## src/rtl/f8_intc.sv

```systemverilog
// f8_intc: 8-line interrupt controller driving the f8 core interrupt input.
// Define F8_INTC_LEVEL_EN to build level-mode support and the EDGE_SEL register.
module f8_intc #(
  parameter int          NUM_IRQ     = 8,
  parameter logic [15:0] VECTOR_BASE = 16'h0010
) (
  input  logic               clk,
  input  logic               reset,
  input  logic [NUM_IRQ-1:0] irq_in,
  input  logic [1:0]         reg_addr,
  input  logic [7:0]         reg_wdata,
  input  logic               reg_we,
  output logic [7:0]         reg_rdata,
  output logic               interrupt,
  output logic [15:0]        int_vector,
  input  logic               int_ack,
  output logic               int_active
);

  typedef enum logic [1:0] {IDLE, REQ, SERVICE} state_t;

  state_t state, state_nx;

  logic [NUM_IRQ-1:0] s1, s2, s3;
  logic [NUM_IRQ-1:0] enable, pending, pending_nx;
  logic [NUM_IRQ-1:0] req, edge_det, w1c, ack_clr;
  logic [7:0]         en8, pend8, esel8;
  logic [2:0]         idx, idx_nx, win;
  logic [15:0]        vec_nx;
  logic               gie, gie_nx;
  logic               irq_nx, act_nx;
  logic               any, ack, ctrl_wr;

`ifdef F8_INTC_LEVEL_EN
  logic [NUM_IRQ-1:0] edge_sel;
`endif

  assign ctrl_wr  = reg_we && (reg_addr == 2'd3);
  assign ack      = (state == REQ) && int_ack;
  assign edge_det = s2 & ~s3;
  assign w1c      = (reg_we && reg_addr == 2'd1)
                  ? reg_wdata[NUM_IRQ-1:0] : '0;
  assign req      = pending & enable;
  assign any      = |req;

  always_comb begin
    en8   = '0;
    pend8 = '0;
    esel8 = '0;
    en8[NUM_IRQ-1:0]   = enable;
    pend8[NUM_IRQ-1:0] = pending;
`ifdef F8_INTC_LEVEL_EN
    esel8[NUM_IRQ-1:0] = edge_sel;
`endif
  end

  // Lowest index wins
  always_comb begin
    win = '0;
    for (int i = NUM_IRQ - 1; i >= 0; i--)
      if (req[i]) win = 3'(i);
  end

  always_comb begin
    ack_clr = '0;
    for (int i = 0; i < NUM_IRQ; i++)
      ack_clr[i] = ack && (idx == 3'(i));
  end

  // A new edge beats any clear landing in the same cycle
  always_comb begin
    pending_nx = edge_det | (pending & ~(w1c | ack_clr));
`ifdef F8_INTC_LEVEL_EN
    pending_nx = (pending_nx & edge_sel) | (s2 & ~edge_sel);
`endif
  end

  always_comb begin
    state_nx = state;
    irq_nx   = interrupt;
    act_nx   = int_active;
    vec_nx   = int_vector;
    idx_nx   = idx;
    gie_nx   = gie;
    if (ctrl_wr) gie_nx = reg_wdata[7];
    unique case (state)
      IDLE: begin
        if (gie && any) begin
          state_nx = REQ;
          irq_nx   = 1'b1;
          idx_nx   = win;
          vec_nx   = VECTOR_BASE + {11'b0, win, 2'b00};
        end
      end
      REQ: begin
        if (int_ack) begin
          state_nx = SERVICE;
          irq_nx   = 1'b0;
          act_nx   = 1'b1;
          gie_nx   = 1'b0;
        end else if (!gie || !en8[idx]) begin
          state_nx = IDLE;
          irq_nx   = 1'b0;
        end
      end
      SERVICE: begin
        if (ctrl_wr && reg_wdata[0]) begin
          state_nx = IDLE;
          act_nx   = 1'b0;
        end
      end
      default: begin
        state_nx = IDLE;
        irq_nx   = 1'b0;
        act_nx   = 1'b0;
      end
    endcase
  end

  always_ff @(posedge clk) begin
    if (reset) begin
      state      <= IDLE;
      s1         <= '0;
      s2         <= '0;
      s3         <= '0;
      enable     <= '0;
      pending    <= '0;
      gie        <= 1'b0;
      idx        <= '0;
      interrupt  <= 1'b0;
      int_active <= 1'b0;
      int_vector <= '0;
    end else begin
      state      <= state_nx;
      s1         <= irq_in;
      s2         <= s1;
      s3         <= s2;
      pending    <= pending_nx;
      gie        <= gie_nx;
      idx        <= idx_nx;
      interrupt  <= irq_nx;
      int_active <= act_nx;
      int_vector <= vec_nx;
      if (reg_we && reg_addr == 2'd0)
        enable <= reg_wdata[NUM_IRQ-1:0];
    end
  end

`ifdef F8_INTC_LEVEL_EN
  always_ff @(posedge clk) begin
    if (reset)
      edge_sel <= '0;
    else if (reg_we && reg_addr == 2'd2)
      edge_sel <= reg_wdata[NUM_IRQ-1:0];
  end
`endif

  always_comb begin
    reg_rdata = '0;
    unique case (reg_addr)
      2'd0: reg_rdata = en8;
      2'd1: reg_rdata = pend8;
      2'd2: reg_rdata = esel8;
      2'd3: reg_rdata = {gie, int_active, 3'b000, idx};
      default: reg_rdata = '0;
    endcase
  end

endmodule

```

## config.mk

```make
export PLATFORM = sky130hd
export DESIGN_NAME = f8_intc
export DESIGN_NICKNAME = d
export VERILOG_FILES = /design/src/rtl/f8_intc.sv
export SDC_FILE = /design/constraint.sdc
export NUM_CORES = 1
export LEC_CHECK = 0
export CAP_MARGIN = 10
export CORE_AREA = 4 4 75 77
export CTS_CLUSTER_DIAMETER = 150
export DETAILED_ROUTE_END_ITERATION = 10
export DIE_AREA = 0 0 79 81
export GPL_ROUTABILITY_DRIVEN = 0
export PLACE_DENSITY_LB_ADDON = 0.15
export SKIP_LAST_GASP = 1
export SLEW_MARGIN = 20
export SYNTH_ARGS = -nofsm -noshare
export SYNTH_HDL_FRONTEND = slang
export SYNTH_SLANG_ARGS = --single-unit
```

## constraint.sdc

```tcl
create_clock -name clk -period 3.4 [get_ports clk]
set_clock_uncertainty 0.15 [all_clocks]
set_input_delay 1.02 -clock clk [delete_from_list [all_inputs] [get_ports clk]]
set_output_delay 1.02 -clock clk [all_outputs]
set_load 0.05 [all_outputs]
```

## Yosys cells after proc, flatten, opt, wreduce, memory -nomap -nowiden

Index checks and enable logic that the tools add are counted.

- Magnitude comparators: 1
- Eq/ne operators: 16
- Bitwise operators: 9
- Muxes and demuxes: 27
- Reductions and logical operators: 25
- $add $sub $neg: 1

Operator list:

| kind | count |
|---|---|
| 8-bit one-hot mux with 4 select lines | 1 |
| 8-bit AND | 3 |
| 3-bit two-way mux | 8 |
| 8-bit NOT | 2 |
| 8-bit OR | 2 |
| 1-bit logical AND | 14 |
| 3-bit equality test (second input constant) | 4 |
| 1-bit two-way mux | 9 |
| 3-bit AND reduction | 3 |
| 2-bit two-way mux | 4 |
| 8-bit two-way mux | 1 |
| 8-bit OR reduction | 1 |
| 5-bit by 5-bit adder with 6-bit output (first input constant) | 1 |
| 2-bit equality test (second input constant) | 3 |
| 3-bit by 2-bit equality test with 1-bit output (second input constant) | 2 |
| 2-bit != test (second input constant) | 3 |
| 1-bit one-hot mux with 3 select lines | 2 |
| 2-bit one-hot mux with 3 select lines | 1 |
| 2-bit by 1-bit equality test with 1-bit output (second input constant) | 2 |
| 2-bit logical NOT | 2 |
| 3-bit by 4-bit < comparator with 1-bit output (second input constant) | 1 |
| 1-bit binary-select mux with 3-bit select | 1 |
| 3-bit by 1-bit equality test with 1-bit output (second input constant) | 1 |
| 3-bit logical NOT | 1 |
| other kinds (5) | 7 |

- Word-level logic and storage cells: 90
- Bits in registers: 64

## Depth between registers and ports, before layout

Gate-level depths: netlist of run 1.

- Depth in word-level cells: 10
- Depth in mapped cells: 6
- Mapped depth without buffers: 5

## Worst setup path before layout of run 1

OpenSTA, ideal clock, no wires.

- Kind: input to output
- Start point: input reg_addr[0]
- End point: output reg_rdata[2]
- Setup slack: -199 ps
- Buffers on the path: 1
- Stages on the path: 3
- Arrival time: 2429 ps
- Data required time: 2230 ps
- Path through: buf_2 mux2i_1 o21ai_0

- Word-level cells in the longest chain between the ends: 2
- Elaborated cells on any way between the ends: 5
- Classes of those cells: 3 x eq/ne; 1 x mux; 1 x reduce/logical

RTL lines:

| element | line | text |
|---|---|---|
| from (decl) | 10 | `input logic [1:0] reg_addr,` |
| 2-bit equality test (tied with other cells) | 160 | `unique case (reg_addr)` |
| 8-bit one-hot mux with 4 select lines * | 160 |  |
| to (decl) | 13 | `output logic [7:0] reg_rdata,` |

Mark *: on every way between the ends. The rest lies on a longest branch, timed or not.

## Worst setup path after layout of run 1

- Start point: input reg_addr[1]
- End point: output reg_rdata[2]

Same word-level chain as after synthesis.

==> results of run 1 <==
==> area by class of cell <==
type	count	area, sq um	area share
multi-input combinational	160	1060	0.378
sequential	49	981	0.351
timing repair buffer	42	510	0.183
tap	70	87.6	0.0313
clock buffer	6	82.6	0.0295
inverter	11	41.3	0.0148
clock inverter	2	37.5	0.0134
==> power by group <==
part / switching [mW] / internal [mW] / leakage (nW)
clock: 0.187 / 0.239 / 0.0574
combinational: 0.0822 / 0.0647 / 0.662
sequential: 0.0138 / 0.594 / 0.401
total: 0.283 / 0.898 / 1.12
==> kinds of logic (layout without fill, tap and decap cells) <==
kind of cell | after synthesis | in the layout | share of synthesized area
buffers and inverters | 35 | 61 | 0.0889
multiplexers | 21 | 21 | 0.0964
flip-flops | 49 | 49 | 0.450
other | 1 | 12 | 0.00172
AO/OA/AOI/OAI | 38 | 38 | 0.146
AND/OR/NAND/NOR | 89 | 89 | 0.217
==> registers in the layout (all words and copies together) (netlist names) <==
register	cells
en8	8
gie	1
idx	3
int_active	1
int_vector	1
interrupt	1
pend8	8
s1	8
s2	8
s3	8
state	2
==> synthesized netlist by cell type (2+ instances only) <==
library cell	instances	share of area
and2_1	3	0.0086
nand2_1	18	0.031
nand2b_1	7	0.020
buf_4	13	0.045
a21oi_1	7	0.016
nand3_1	4	0.0092
a21o_1	6	0.021
nor2_1	21	0.036
a211oi_1	2	0.0069
buf_2	4	0.0092
a22o_1	2	0.0080
inv_1	11	0.019
dfxtp_1	49	0.45
mux2i_1	21	0.096
nor3_1	2	0.0046
nor2b_1	25	0.072
clkbuf_1	5	0.0086
a221oi_1	7	0.028
o21ai_0	5	0.011
==> metrics by stage <==
step	setup slack [ps]	total power, mW	setup TNS, ps	hold WS, ps	utilization
floorplan	176	0.719	0	264	-
global placement	-2.64	0.766	-2.64	268	0.532
detailed placement	-6.39	0.767	-6.39	279	0.532
CTS	8.76	1.20	0	298	0.557
global route	68.2	1.23	0	318	0.558
finish	144	1.18	0	293	0.558
==> per-layer routing <==
| metal | global-route usage | vias up | part of all wire |
|---|---|---|---|
| met4 | 0.0567 | 0 | 0.0051 |
| met5 | 0 | - | 0 |
| met3 | 0.0355 | 2 | 0.057 |
| li1 | - | 831 | - |
| met1 | 0.184 | 744 | 0.46 |
| met2 | 0.246 | 47 | 0.48 |
==> repair_timing <==
action,CTS,global route
endpoints found under the setup margin,1,5
resized for setup,1,3
hold buffers,0,0
setup buffers,0,0
endpoints found under the hold margin,0,0
==> how the worst max path moves through the flow <==
stage | endpoint | from | cells after the start
2_1_floorplan | reg_rdata[2] | reg_addr[0] | 3
3_5_place_dp | reg_rdata[6] | reg_addr[0] | 5
3_3_place_gp | reg_rdata[6] | reg_addr[0] | 5
5_1_grt | reg_rdata[2] | reg_addr[1] | 5
4_1_cts | reg_rdata[6] | reg_addr[0] | 5
6_report | reg_rdata[2] | reg_addr[1] | 5
==> metrics.md, run 1 <==
| Metric | Value |
|---|---|
| Nature of the critical path startpoint | `input port` |
| Ports | `48` |
| DR pass1 iterations | `4` |
| Final cell count without fillers | `340` |
| Total CTS buffers | `5` |
| Core ar. | `0.00501 sq mm` |
| Layout cells sized above 1 | `0.119` |
| Wire per inst | `13.2 microns` |
| Tot GR Track Use | `0.147` |
| Placed insts | `332` |
| Routed WL | `4500 microns` |
| Total gr overflow | `0` |
| Crit path max-delay family | `buffers and inverters` |
| EDFF count, synth | `0` |
| Most frequent cells in the layout | `dfxtp_1 (49), clkdlybuf4s50_1 (26), nor2b_1 (25)` |
| Detailed placement HPWL | `3310 microns` |
| Outcome | `completed` |
| First-pass GRT wire length | `7280 microns` |
| Pin count of the biggest net entering global routing | `50` |
| # Max-Cap Violations | `0` |
| Worst Hold Launch | `s1[6]$_SDFF_PP0_` |
| Nets | `291` |
| CP max FO | `6` |
| Worst Tran Pin Value | `499 ps` |
| Synthesis Warnings | `0` |
| Cell chain of the critical path | `clkdlybuf4s50_1 > and2_2 > nand2_1 > o21ai_1 > buf_12` |
| CP Buf/Inv Count | `2` |
| Seq/Total Area, Yosys | `0.450` |
| Vias per std cell | `4.78` |
| Hold worst-path end | `s2[6]$_SDFF_PP0_` |
| DRC Markers | `0` |
| Library cells used by synthesis | `40` |
| Post-synth ARST share | `0` |
| Mapped Avg Cell Area | `9.36 sq um` |
| Worst skew pair latency | `300 ps` |
| Starting Density | `0.435` |
| Clk sinks | `49` |
| IO Port Bufs | `35` |
| Synth Register Bits | `49` |
| Core Rows | `26` |
| Post-route cell area | `0.00280 sq mm` |
| Area delta synth->final | `28.2%` |
| Initial DRC count | `73` |
| Peak Freq | `0.307 GHz` |
| Clk buf depth | `2` |
| Initial antenna violation count | `0` |
| Netlist Area Pre-Place | `0.00218 sq mm` |
| Peak VDD IR | `0.000246 V` |
| Commonest non-fill, non-tap cell in the layout | `dfxtp_1` |
| Setup-failing EPs final | `0` |
| Reg-to-reg endpoint | `interrupt$_SDFFE_PP0P_` |
| Crit path max-delay cell type | `clkdlybuf4s50_1` |
| RSZ-0062 raised after global routing | `false` |
| DIE WIDTH | `79 microns` |
| Min-Delay Path Depth | `1` |
| Clk slew on worst S/H paths | `90 ps` |
| Post-synthesis cell count | `233` |
| Vias in the first global route | `1,521` |
| FF-to-FF Start | `idx[2]$_SDFFE_PP0P_` |
| Cell depth of the worst flop-to-flop path | `4` |
| Fin. max-slew vios | `0` |
| Cell Area, Placed | `0.00267 sq mm` |
| Hold Crit Class | `flip-flop to flip-flop` |
| R2R setup slack | `1840 ps` |
| P per Cell Area | `422 mW/mm^2` |
| Root Driver | `clkbuf_8` |
| N_diodes | `0` |
| Top_reg_cell synth | `dfxtp_1` |
| CP arrival | `2090 ps` |
| H-tree levels | `2` |
| Routed Antenna Nets | `0` |
| # fillers | `483` |
| Max-slew headroom | `0.666` |
| Die ar. | `0.00640 sq mm` |
| Slowest stage delay, CP | `470 ps` |
| Crit path time final | `3260 ps` |
| LEAKAGE | `1.12 nW` |
| DIE HEIGHT | `81 microns` |
| Tcrit/Tclk final | `0.958` |
| CTS tree | `built` |
| CP Capture Type | `primary output` |
| Worst Path Required | `2230 ps` |
| Critical path type | `input port to primary output` |
| Final hold viol count | `0` |
| Via Count | `1,624` |
Note: power is estimated with default switching activity, not from simulation.
==> run 2: changes to the inputs <==
ABC_AREA = 1   (was unset)
CORE_AREA = 4 4 74 76   (was 4 4 75 77)
DIE_AREA = 0 0 78 80   (was 0 0 79 81)
MAX_ROUTING_LAYER = met4   (was unset)
==> metrics.md, run 2 <==
| Metric | Value |
|---|---|
| Synth top area share | `0.464` |
| Worst Path Required | `2230 ps` |
| Cell with the most instances after synthesis | `nand2_1` |
| Compound-gate portion of the synthesized area | `0.118` |
| Tcrit/Tclk final | `0.935` |
| EDFF count, synth | `0` |
| FF-to-FF Start | `idx[0]$_SDFFE_PP0P_` |
| Pin count of the biggest net entering global routing | `39` |
| H-tree levels | `2` |
| Die ar. | `0.00624 sq mm` |
| Post-cts gate resize count | `3` |
| Final TNS setup | `0 ps` |
| Final hold viol count | `0` |
| Placed insts | `391` |
| Nature of the critical path startpoint | `input port` |
| # fillers | `445` |
| # Max-Cap Violations | `0` |
| Most frequent cells in the layout | `nand2_1 (65), nor2_1 (56), dfxtp_1 (49)` |
| Largest family of logic cells by synthesized area | `simple AND/OR/NAND/NOR gates` |
| Initial DRC count | `124` |
| Layout cells sized above 1 | `0.102` |
| DR pass1 iterations | `4` |
| Total gr overflow | `0` |
| CP startpoint | `reg_addr[1]` |
| Hold Crit Class | `flip-flop to flip-flop` |
| Vias per std cell | `4.59` |
| Final cell count without fillers | `399` |
| Critical path type | `input port to primary output` |
| Simple-gate share of the synthesized area | `0.287` |
| Setup-failing EPs final | `0` |
| Adder-Cell Fraction of Synth Area | `0` |
| Vias in the first global route | `1,740` |
| Post-route cell area | `0.00270 sq mm` |
| Internal Power | `0.877 mW` |
| Synth Register Bits | `49` |
| Post-CTS Repair Setup Buffers | `0` |
| Via Count | `1,831` |
| Area delta synth->final | `27.8%` |
| CP arrival | `2010 ps` |
| Routed WL | `4620 microns` |
| CTS tree | `built` |
| Fin. max-slew vios | `0` |
| Library cells used by synthesis | `33` |
| Mux cell area share after synthesis | `0` |
| Detailed placement HPWL | `3630 microns` |
| P per Cell Area | `439 mW/mm^2` |
| Worst Hold Launch | `s1[7]$_SDFF_PP0_` |
| Outcome | `completed` |
| Core Rows | `25` |
| Mapped Avg Cell Area | `7.27 sq um` |
| DIE WIDTH | `78 microns` |
| Post-layout power | `1.19 mW` |
| Crit path time final | `3180 ps` |
| Tot GR Track Use | `0.168` |
| LEAKAGE | `1.16 nW` |
| Root Driver | `clkbuf_8` |
| First-pass GRT wire length | `8070 microns` |
| Synth top area cells | `dfxtp_1 (46%), nand2_1 (12%), nor2_1 (9.9%)` |
| Area occupied by registers | `981 sq um` |
| Worst skew pair latency | `300 ps` |
| Post-synthesis cell count | `291` |
| DIE HEIGHT | `80 microns` |
| Switch share | `0.261` |
| # hold bufs at CTS | `0` |
| Switch Pwr | `0.310 mW` |
| Synthesis Warnings | `0` |
| Comb power frac | `0.134` |
| Peak VDD IR | `0.000358 V` |
| Crit path max-delay cell type | `dlygate4sd2_1` |
| Peak Freq | `0.314 GHz` |
| Routed Antenna Nets | `0` |
| Clk sinks | `49` |
| Wire per inst | `11.6 microns` |
| Initial antenna violation count | `0` |
| CP Capture Type | `primary output` |
| Max-slew headroom | `0.661` |
| Nets | `353` |
| Core ar. | `0.00472 sq mm` |
| Dominant cell type by area after synthesis | `dfxtp_1` |
| Clk buf depth | `2` |
| Slowest stage delay, CP | `320 ps` |
| Post-synth ARST share | `0` |
| Top_reg_cell synth | `dfxtp_1` |
| Xor-xnor portion of the synthesized cell area | `0` |
| Seq pwr share | `0.516` |
| Seq/Total Area, Yosys | `0.464` |
| Netlist Area Pre-Place | `0.00211 sq mm` |
| Total CTS buffers | `5` |
| Worst Tran Pin Value | `507 ps` |
| N_diodes | `0` |
| Cell chain of the critical path | `dlygate4sd2_1 > nor2_4 > inv_2 > o21ai_1 > buf_12` |
| Starting Density | `0.448` |
| DRC Markers | `0` |
| Clk slew on worst S/H paths | `80 ps` |
| IO Port Bufs | `35` |
| Commonest non-fill, non-tap cell in the layout | `nand2_1` |
| Clock power share | `0.350` |
| Area occupied by multi-input gates | `903 sq um` |
| Cell Area, Placed | `0.00259 sq mm` |
| Commonest cells in the netlist | `nand2_1 (66), nor2_1 (56), dfxtp_1 (49)` |
| CP max FO | `8` |
| RSZ-0062 raised after global routing | `false` |
| Ports | `48` |
run 2: worst max-delay path, delay by kind of cell:
family	cells	cell delay (ps)
buffers and inverters	3	540
AND/OR/NAND/NOR	1	230
AO/OA/AOI/OAI	1	210
run 2: area by class of cell:
cell class                 count  share of cell area
inverter                      40              0.0565
clock buffer                   5              0.0255
sequential                    49               0.363
clock inverter                 3              0.0171
multi-input combinational    195               0.334
tap                           67              0.0310
timing repair buffer          40               0.172
run 2: per-layer routing:
layer / track usage / routed length (microns) / vias to the layer above
li1: - / - / 969
met1: 0.207 / 2130 / 810
met2: 0.280 / 2200 / 47
met3: 0.0339 / 231 / 5
met4: 0.0472 / 57 / 0
met5: - / 0 / -
run 2: path summary, 6_finish.rpt:
path | end | slack, ps | depth (start not counted)
setup reg to reg | interrupt$_SDFFE_PP0P_ | 1880 | 9
setup / recovery | reg_rdata[4] | 220 | 5
hold reg to reg | s2[7]$_SDFF_PP0_ | 250 | 2
hold / removal | s2[7]$_SDFF_PP0_ | 250 | 2
run 2: cell families after synthesis:
family | count (synthesis)
other cells | 1
simple gates | 143
flops | 49
compound gates | 40
buf+inv | 58
run 2: metrics by stage:
step | utilization | setup slack (ps) | hold WS, ps
detailed placement | 0.548 | -88.3 | 243
global placement | 0.548 | -71.2 | 238
CTS | 0.572 | 215 | 255
finish | 0.572 | 219 | 252
floorplan | - | 273 | 238
global route | 0.572 | 125 | 261
run 2: power groups by stage:
stage / Sequential, mW / Clock [mW] / Combinational, mW
2_1_floorplan: 0.623 / 0 / 0.107
3_3_place_gp: 0.625 / 0 / 0.159
3_5_place_dp: 0.626 / 0 / 0.160
4_1_cts: 0.612 / 0.427 / 0.160
5_1_grt: 0.615 / 0.454 / 0.175
6_report: 0.612 / 0.415 / 0.159
==> run 3: changes to the inputs <==
CTS_CLUSTER_DIAMETER = unset   (was 150)
==> results of run 3 <==
Final layout, timing and power as in run 2 (identical DEF).
